==> config.mk <==
export PLATFORM = sky130hd
export DESIGN_NAME = activation_unit
export DESIGN_NICKNAME = d
export VERILOG_FILES = /design/src/rtl/activation_unit.sv
export SDC_FILE = /design/constraint.sdc
export NUM_CORES = 2
export LEC_CHECK = 0
export CAP_MARGIN = 20
export CELL_PAD_IN_SITES_DETAIL_PLACEMENT = 1
export CELL_PAD_IN_SITES_GLOBAL_PLACEMENT = 2
export CORE_ASPECT_RATIO = 0.9
export CORE_MARGIN = 2
export CORE_UTILIZATION = 30
export CTS_BUF_LIST = sky130_fd_sc_hd__clkbuf_16
export DETAILED_ROUTE_END_ITERATION = 16
export PLACE_DENSITY_LB_ADDON = 0.1
export SETUP_SLACK_MARGIN = 0.3
export SYNTH_ARGS = -nofsm -noshare
export SYNTH_HDL_FRONTEND = slang
export SYNTH_SLANG_ARGS = --single-unit
==> constraint.sdc <==
create_clock -name clk -period 5 [get_ports clk]
set_input_delay 1 -clock clk [delete_from_list [all_inputs] [get_ports clk]]
set_output_delay 1 -clock clk [all_outputs]
set_load 0.02 [all_outputs]
==> src/rtl/activation_unit.sv <==
// activation_unit
//   Per-column activation stage that follows the systolic accumulators.
//   Each lane takes one Q16.16 accumulator word and produces one saturated
//   8-bit result. The available functions are no activation, ReLU, and a
//   piecewise-linear sigmoid. All lanes share one mode and run in lock-step
//   through a two-stage pipeline.
//
//   Pipeline:
//     stage 1 : registers data_in together with its is_signed and
//               activation_function controls.
//     stage 2 : applies the activation to the stage-1 contents and
//               registers the result into data_out.
//   A vector applied before edge N is visible on data_out after edge N+1,
//   counting only edges where enable=1.
//
//   Activation codes (4 bit):
//     0 = no activation, 1 = relu, 9 = sigmoid.
//     Any other code behaves as no activation.
//
// Ports
//   clk                  in   rising-edge clock
//   rst                  in   synchronous active-high reset; overrides enable
//   enable               in   pipeline advance; when low, every register holds
//   activation_function  in   [3:0] activation code, sampled with data_in
//   is_signed            in   1: two's-complement in/out, 0: unsigned in/out
//   data_in              in   [MATRIX_WIDTH-1:0][31:0] Q16.16 lane inputs
//   data_out             out  [MATRIX_WIDTH-1:0][7:0] activated lane results
module activation_unit #(
  parameter int MATRIX_WIDTH = 14
) (
  input  logic                           clk,
  input  logic                           rst,
  input  logic                           enable,
  input  logic [3:0]                     activation_function,
  input  logic                           is_signed,
  input  logic [MATRIX_WIDTH-1:0][31:0]  data_in,
  output logic [MATRIX_WIDTH-1:0][7:0]   data_out
);

  localparam logic [3:0] ACT_NONE    = 4'd0;
  localparam logic [3:0] ACT_RELU    = 4'd1;
  localparam logic [3:0] ACT_SIGMOID = 4'd9;

  logic [MATRIX_WIDTH-1:0][31:0] data_q;
  logic                          signed_q;
  logic [3:0]                    func_q;
  logic [MATRIX_WIDTH-1:0][7:0]  data_out_d;
  logic [MATRIX_WIDTH-1:0][7:0]  data_out_q;

  // One lane of the activation datapath. The input is widened to 34 bits.
  // This lets unsigned words near 0xFFFF_FFFF take the +0.5 rounding offset
  // without wrapping negative, so they saturate as expected.
  function automatic logic [7:0] activate(input logic [31:0] word,
                                          input logic        sgn,
                                          input logic [3:0]  func);
    logic signed [33:0] x;
    logic signed [33:0] rnd;
    logic signed [17:0] r;
    logic signed [24:0] x8;
    logic        [24:0] a;
    logic        [8:0]  t;
    logic        [8:0]  y;
    logic        [7:0]  res;

    x   = sgn ? {{2{word[31]}}, word} : {2'b00, word};
    rnd = x + 34'sd32768;
    r   = 18'(rnd >>> 16);
    x8  = 25'(x >>> 8);
    a   = x8[24] ? 25'(-x8) : 25'(x8);

    // Piecewise-linear table value, expressed in 1/256 units.
    if (a < 25'd256)       t = 9'(a >> 2) + 9'd128;
    else if (a < 25'd608)  t = 9'(a >> 3) + 9'd160;
    else if (a < 25'd1280) t = 9'(a >> 5) + 9'd216;
    else                   t = 9'd256;

    // The sigmoid is point-symmetric around 0.5.
    y = x8[24] ? (9'd256 - t) : t;

    res = 8'd0;
    if (func == ACT_SIGMOID) begin
      if (sgn) res = ((y >> 1) > 9'd127) ? 8'd127 : 8'(y >> 1);
      else     res = (y > 9'd255)        ? 8'd255 : 8'(y);
    end else if (func == ACT_RELU) begin
      if (sgn) begin
        if (r <= 18'sd0)        res = 8'd0;
        else if (r > 18'sd127)  res = 8'd127;
        else                    res = r[7:0];
      end else begin
        res = (r > 18'sd255) ? 8'd255 : r[7:0];
      end
    end else begin
      if (sgn) begin
        if (r > 18'sd127)       res = 8'd127;
        else if (r < -18'sd128) res = 8'h80;
        else                    res = r[7:0];
      end else begin
        if (r > 18'sd255)       res = 8'd255;
        else if (r < 18'sd0)    res = 8'd0;
        else                    res = r[7:0];
      end
    end
    return res;
  endfunction

  // Stage 1 captures the operands and the mode that goes with them.
  // Because the mode is registered per vector, it can change on every cycle.
  always_ff @(posedge clk) begin
    if (rst) begin
      data_q   <= '0;
      signed_q <= 1'b0;
      func_q   <= ACT_NONE;
    end else if (enable) begin
      data_q   <= data_in;
      signed_q <= is_signed;
      func_q   <= activation_function;
    end
  end

  // Stage 2 applies the activation to every lane in parallel.
  always_comb begin
    data_out_d = '0;
    for (int i = 0; i < MATRIX_WIDTH; i++) begin
      data_out_d[i] = activate(data_q[i], signed_q, func_q);
    end
  end

  always_ff @(posedge clk) begin
    if (rst) begin
      data_out_q <= '0;
    end else if (enable) begin
      data_out_q <= data_out_d;
    end
  end

  assign data_out = data_out_q;

endmodule

Word level (Yosys, flattened, before mapping)
Index checks and enable logic that the tools add are counted.
{ "totals": {"romBits": 0, "ram_bits": 0, "n_memories": 0, "wordCells": 536, "reg_bits": 565, "input_bits": 456, "latch_bits": 0} }
{ "classes": {"n_div": 0, "muxes": 280, "n_bitwise": 0, "shift": 0, "eq_ne": 2, "addsub": 84, "n_lt_le_gt_ge": 140, "reduce_logical": 0, "n_mul": 0} }
{ "op_table": {"columns": ["op", "n"], "rows": [
  ["two-way mux 8 bit", 196],
  ["two-way mux 9 bit", 56],
  ["adder 34 x 17 -> 34 bit, second input constant", 14],
  ["two-way mux 34 bit", 14],
  ["adder 9 x 8 -> 9 bit, second input constant", 42],
  ["less-than comparator 25 x 10 -> 1 bit, second input constant", 14],
  ["less-than comparator 25 x 11 -> 1 bit, second input constant", 14],
  ["less-than comparator 25 x 9 -> 1 bit, second input constant", 14],
  ["two-way mux 25 bit", 14],
  ["negator 25 bit", 14],
  ["> comparator 18 x 8 -> 1 bit, second input constant", 14],
  ["> comparator 18 x 9 -> 1 bit, second input constant", 14],
  ["<= comparator 18 x 1 -> 1 bit, second input constant", 14],
  ["less-than comparator 18 x 1 -> 1 bit, second input constant", 14],
  ["less-than comparator 18 x 8 -> 1 bit, second input constant", 14],
  ["> comparator 9 x 8 -> 1 bit, second input constant", 14],
  ["subtractor 9 bit, first input constant", 14],
  ["> comparator 8 x 7 -> 1 bit, second input constant", 14],
  ["equality test 4 x 1 -> 1 bit, second input constant", 1],
  ["equality test 4 bit, second input constant", 1]
]} }

Logic depth before layout (Yosys ltp)
{ "logic_depth": {"ltp_word": 13, "mapped_depth": 25, "mapped_depth_nobuf": 21} }

Worst setup path after synthesis
No wires, ideal clock.
{ "synth_timing": {"kind": "register to register", "startpoint": "register signed_q", "endpoint": "register data_out_q (netlist bit data_out[21])", "path_buffers": 3, "stages_incl_launch_ff": 21, "path_slack_ns": 0.374, "arrival_time_ns": 4.535, "cell_sequence": "dfxtp_1 > buf_4 > buf_4 > buf_4 > nand2_2 > a41oi_1 > xor2_1 > inv_1 > ha_1 > and2_1 > mux2_2 > o31ai_2 > nor3_1 > o31ai_1 > ha_1 > nand4_1 > or2_2 > o311a_1 > nand2_1 > o21bai_1 > a311oi_1"} }
{ "synth_via": {"elab_chain_len": 13, "elab_cells_between_ends": 36, "cone_classes": "add/sub: 6; order compare: 10; mux: 20"} }
{ "synth_rtl": {"columns": ["element", "line", "text"], "rows": [
  ["from (decl)", "45", "logic signed_q;"],
  ["from (signal assigned)", "115", "signed_q <= is_signed;"],
  ["two-way mux 34 bit", "65", "x = sgn ? {{2{word[31]}}, word} : {2'b00, word};"],
  ["negator 25 bit", "69", "a = x8[24] ? 25'(-x8) : 25'(x8);"],
  ["two-way mux 25 bit", "69", null],
  ["less-than comparator 25 x 11 -> 1 bit", "74", "else if (a < 25'd1280) t = 9'(a >> 5) + 9'd216;"],
  ["two-way mux 9 bit", "74", null],
  ["two-way mux 9 bit", "73", "else if (a < 25'd608) t = 9'(a >> 3) + 9'd160;"],
  ["two-way mux 9 bit", "72", "if (a < 25'd256) t = 9'(a >> 2) + 9'd128;"],
  ["subtractor 9 bit", "78", "y = x8[24] ? (9'd256 - t) : t;"],
  ["two-way mux 9 bit", "78", null],
  ["> comparator 9 x 8 -> 1 bit / > comparator 8 x 7 -> 1 bit (equally long branches)", "83, 82", null],
  ["two-way mux 8 bit, on equally long branches", "83, 82", null],
  ["two-way mux 8 bit", "82", "if (sgn) res = ((y >> 1) > 9'd127) ? 8'd127 : 8'(y >> 1);"],
  ["two-way mux 8 bit *", "81", "if (func == ACT_SIGMOID) begin"],
  ["to (signal assigned)", "132", "data_out_q <= data_out_d;"],
  ["to (decl)", "48", "logic [MATRIX_WIDTH-1:0][7:0] data_out_q;"]
]} }
Mark *: on every way between the ends. The rest lies on a longest branch, timed or not.
A chain may end at the register's enable or synchronous reset.

Worst setup path in the final report
{ "layout_timing": {"startpoint": "register data_q[202] (netlist name)", "endpoint": "register data_out_q (netlist bit data_out[48])"} }
{ "layout_via": {"elab_chain_len": 13, "elab_cells_between_ends": 36, "cone_classes": "add/sub: 6; order compare: 10; mux: 20"} }
{ "layout_rtl": {"columns": ["element", "line", "text"], "rows": [
  ["from (decl)", "44", "logic [MATRIX_WIDTH-1:0][31:0] data_q;"],
  ["from (signal assigned)", "114", "data_q <= data_in;"],
  ["two-way mux 34 bit *", "65", null],
  ["negator 25 bit", "69", null],
  ["two-way mux 25 bit", "69", null],
  ["less-than comparator 25 x 11 -> 1 bit / adder 9 x 8 -> 9 bit (equally long branches)", "74", null],
  ["two-way mux 9 bit", "74", null],
  ["two-way mux 9 bit", "73", null],
  ["two-way mux 9 bit", "72", null],
  ["subtractor 9 bit", "78", null],
  ["two-way mux 9 bit", "78", null],
  ["> comparator 9 x 8 -> 1 bit / > comparator 8 x 7 -> 1 bit (equally long branches)", "83, 82", null],
  ["two-way mux 8 bit, on equally long branches", "83, 82", null],
  ["two-way mux 8 bit", "82", null],
  ["two-way mux 8 bit *", "81", null]
]} }
Marks and branches as above.

==> impl_metrics.json <==
{
  "start_kind": "flip-flop",
  "ff_latch_area_um2": 9090,
  "drtIter0Drc": 3174,
  "netlist_area_um2": 46400,
  "synth_edf_count": 0,
  "synth-async-reset-ratio": 0,
  "io_pins": 568,
  "yosysMostFrequentCell": "nor2_1",
  "netlist.area_leader.share": 0.195,
  "yosysTopAreaCell": "dfxtp_1",
  "cts_inserted_buffers": 61,
  "postSynthAreaPerCell_um2": 7.18,
  "grt_antenna_before_repair": 25,
  "synthFlopType": "dfxtp_1",
  "synthesis.nets": 7045,
  "cts_sinks": 453,
  "tightest_slew_ps": 1100,
  "worst-path-max-fanout": 5,
  "wl_per_cell_um": 23.2,
  "grt_max_degree": 124,
  "final_max_slew_viol_count": 0,
  "grt_pass1_wl_mm": 315,
  "ant_nets": 0,
  "hold_buffers": 0,
  "critPathMaxStageDelay_ps": 540,
  "min_period_over_period": 0.903,
  "drive_above_1_share": 0.119,
  "hold_violations": 0,
  "multiInputGateArea_um2": 35100,
  "yosysSeqAreaShare": 0.195,
  "crit_path_end_kind": "flip-flop",
  "max_freq_mhz": 221,
  "hold_class": "flip-flop to flip-flop",
  "drv_cap": 0,
  "powerDensity_nw_per_um2": 240,
  "clockBufferDepth": 3,
  "dr_total_vias": 51800,
  "clock_skew_ps": 37.1,
  "synth-seq-cells": 453,
  "fin_ws_ps": 483,
  "gp_congestion": 0.906,
  "fillers": 18600,
  "status": "completed",
  "row_count": 136,
  "yosysWarnings": 0,
  "netlist_instances": 6463,
  "crit_type": "flip-flop to flip-flop",
  "die-area_um2": 158000,
  "die_height_um": 377,
  "coreArea_um2": 153000,
  "fp.dieW_um": 419,
  "cp.arrival_ps": 5110,
  "nNetsFinal": 7445,
  "worst_path_max_delay_cell": "or4_1",
  "rsz0062_at_grt": "yes",
  "via_per_inst": 5.81,
  "io_buffers": 455,
  "htree_num_levels": 2,
  "start_util": 0.303,
  "ys_top_cells_by_area": "dfxtp_1, mux2i_1, nor2_1, xnor2_1, nand2_1",
  "first_global_vias": 50500,
  "min_period_ps": 4520,
  "ys_types": 113,
  "drt-pass1-iter-count": 5,
  "grtUsageTotal": 0.250,
  "tritoncts": "done",
  "dp_hpwl_mm": 155,
  "cts.clk_slew.worst_paths_ps": 60,
  "wirelength_mm": 207,
  "worstPathRequired_ps": 5590,
  "ir_worst_vdd_mv": 0.269,
  "area_delta_synth_final_pct": 23.9,
  "p_leak_nw": 21.9,
  "place_ws_ps": 74.0,
  "cts-root-buf": "clkbuf_16",
  "clkLatencyLatePin_ps": 720,
  "yosys-top-cells-count": "nor2_1, nand2_1, dfxtp_1",
  "drc_errors": 0,
  "grt-ovfl-total": 0,
  "finalSetupTns_ps": 0,
  "crit_path_cell_trace": "or4_1 > o21a_1 > xnor2_2 > inv_2 > ha_1 > o41ai_1 > and3_1 > o31a_1 > o32ai_1 > o2111a_1 > or3_1 > nor4_4 > xor2_1 > buf_4 > nand3b_1 > a32o_1",
  "fin_total_pwr_mw": 13.8,
  "final-setup-viol-count": 0,
  "max_slew_margin": 0.269
}
## metrics by stage
stage | hold slack [ps] | utilization | instance area [um^2] | std cells
after detailed placement | 443 | 0.355 | 54400 | 8749
final | 454 | 0.375 | 57500 | 8916
after CTS | 455 | 0.368 | 56400 | 8857
after floorplan | 475 | - | 46400 | 6463
after global routing | 476 | 0.375 | 57500 | 8914
after global placement | 431 | 0.355 | 54400 | 8748
## registers in the layout (all words and copies together) (netlist names)
register / flops
data_q: 336
data_out: 112
func_q: 4
signed_q: 1
## what timing repair did
action	in CTS	in global routing
gates resized for setup	12	156
gates cloned	0	1
setup buffers	4	47
hold endpoints to repair	0	0
pin swaps	2	38
endpoints found under the setup margin	28	100
## metal layers
| metal | vias up | GRT usage | part of all wire |
|---|---|---|---|
| met5 | - | 0 | 0.00023 |
| met4 | 8 | 0.0844 | 0.034 |
| met3 | 260 | 0.0224 | 0.031 |
| met2 | 956 | 0.410 | 0.46 |
| met1 | 25600 | 0.342 | 0.47 |
| li1 | 24900 | - | - |
## layout by cell type, fill, tap and decap left out, types with 223 or more instances in the layout
cell / netlist / layout
nand3_1: 230 / 230
mux2i_1: 399 / 399
nor2_1: 839 / 827
dfxtp_1: 453 / 439
inv_1: 217 / 223
o21ai_0: 304 / 301
nand2_1: 454 / 446
buf_4: 6 / 413
a21oi_1: 328 / 321
clkdlybuf4s50_1: 0 / 453
## where the power goes
group	total, mW	switching (mW)	internal [mW]
Clock	4.40	1.95	2.45
Sequential	4.36	0.489	3.87
Combinational	5.05	2.93	2.12
## path summary, 6_finish.rpt
kind / end / depth (start not counted) / slack [ps] / from
setup reg to reg: data_out[48] / 16 / 480 / data_q[202]
setup / recovery: data_out[48] / 16 / 480 / data_q[202]
hold reg to reg: data_out[39] / 2 / 450 / data_out[39]
hold / removal: data_out[39] / 2 / 450 / data_out[39]
## logic make-up (layout without fill, tap and decap cells)
group	after synthesis	in the layout	share of synthesized area
DFF	453	453	0.195
adders and majority gates	126	126	0.0340
and+or+nand+nor	2602	2602	0.282
xor gates and xnor gates	355	355	0.0689
AOI/OAI and AO/OA	1724	1724	0.262
muxes	430	430	0.0936
buffers and inverters	773	1214	0.0643
other	0	11	0
## critical path, delay by kind of cell, from the launching register on
| family | cells | cell delay [ps] |
|---|---|---|
| AND/OR/NAND/NOR | 5 | 1660 |
| AO/OA/AOI/OAI | 6 | 1440 |
| flip-flops | 1 | 380 |
| XOR/XNOR | 2 | 350 |
| adder cells (fa/ha/maj) | 1 | 280 |
| buffers and inverters | 2 | 260 |
## area by class of cell
type / instances / area share
clock inverter: 41 / 0.00531
clock buffer: 63 / 0.0274
multi-input combinational: 5237 / 0.611
sequential: 453 / 0.158
antenna: 11 / 0.000479
tap: 2001 / 0.0436
inverter: 222 / 0.0146
timing repair buffer: 888 / 0.139
(Power assumes the default switching activity.)
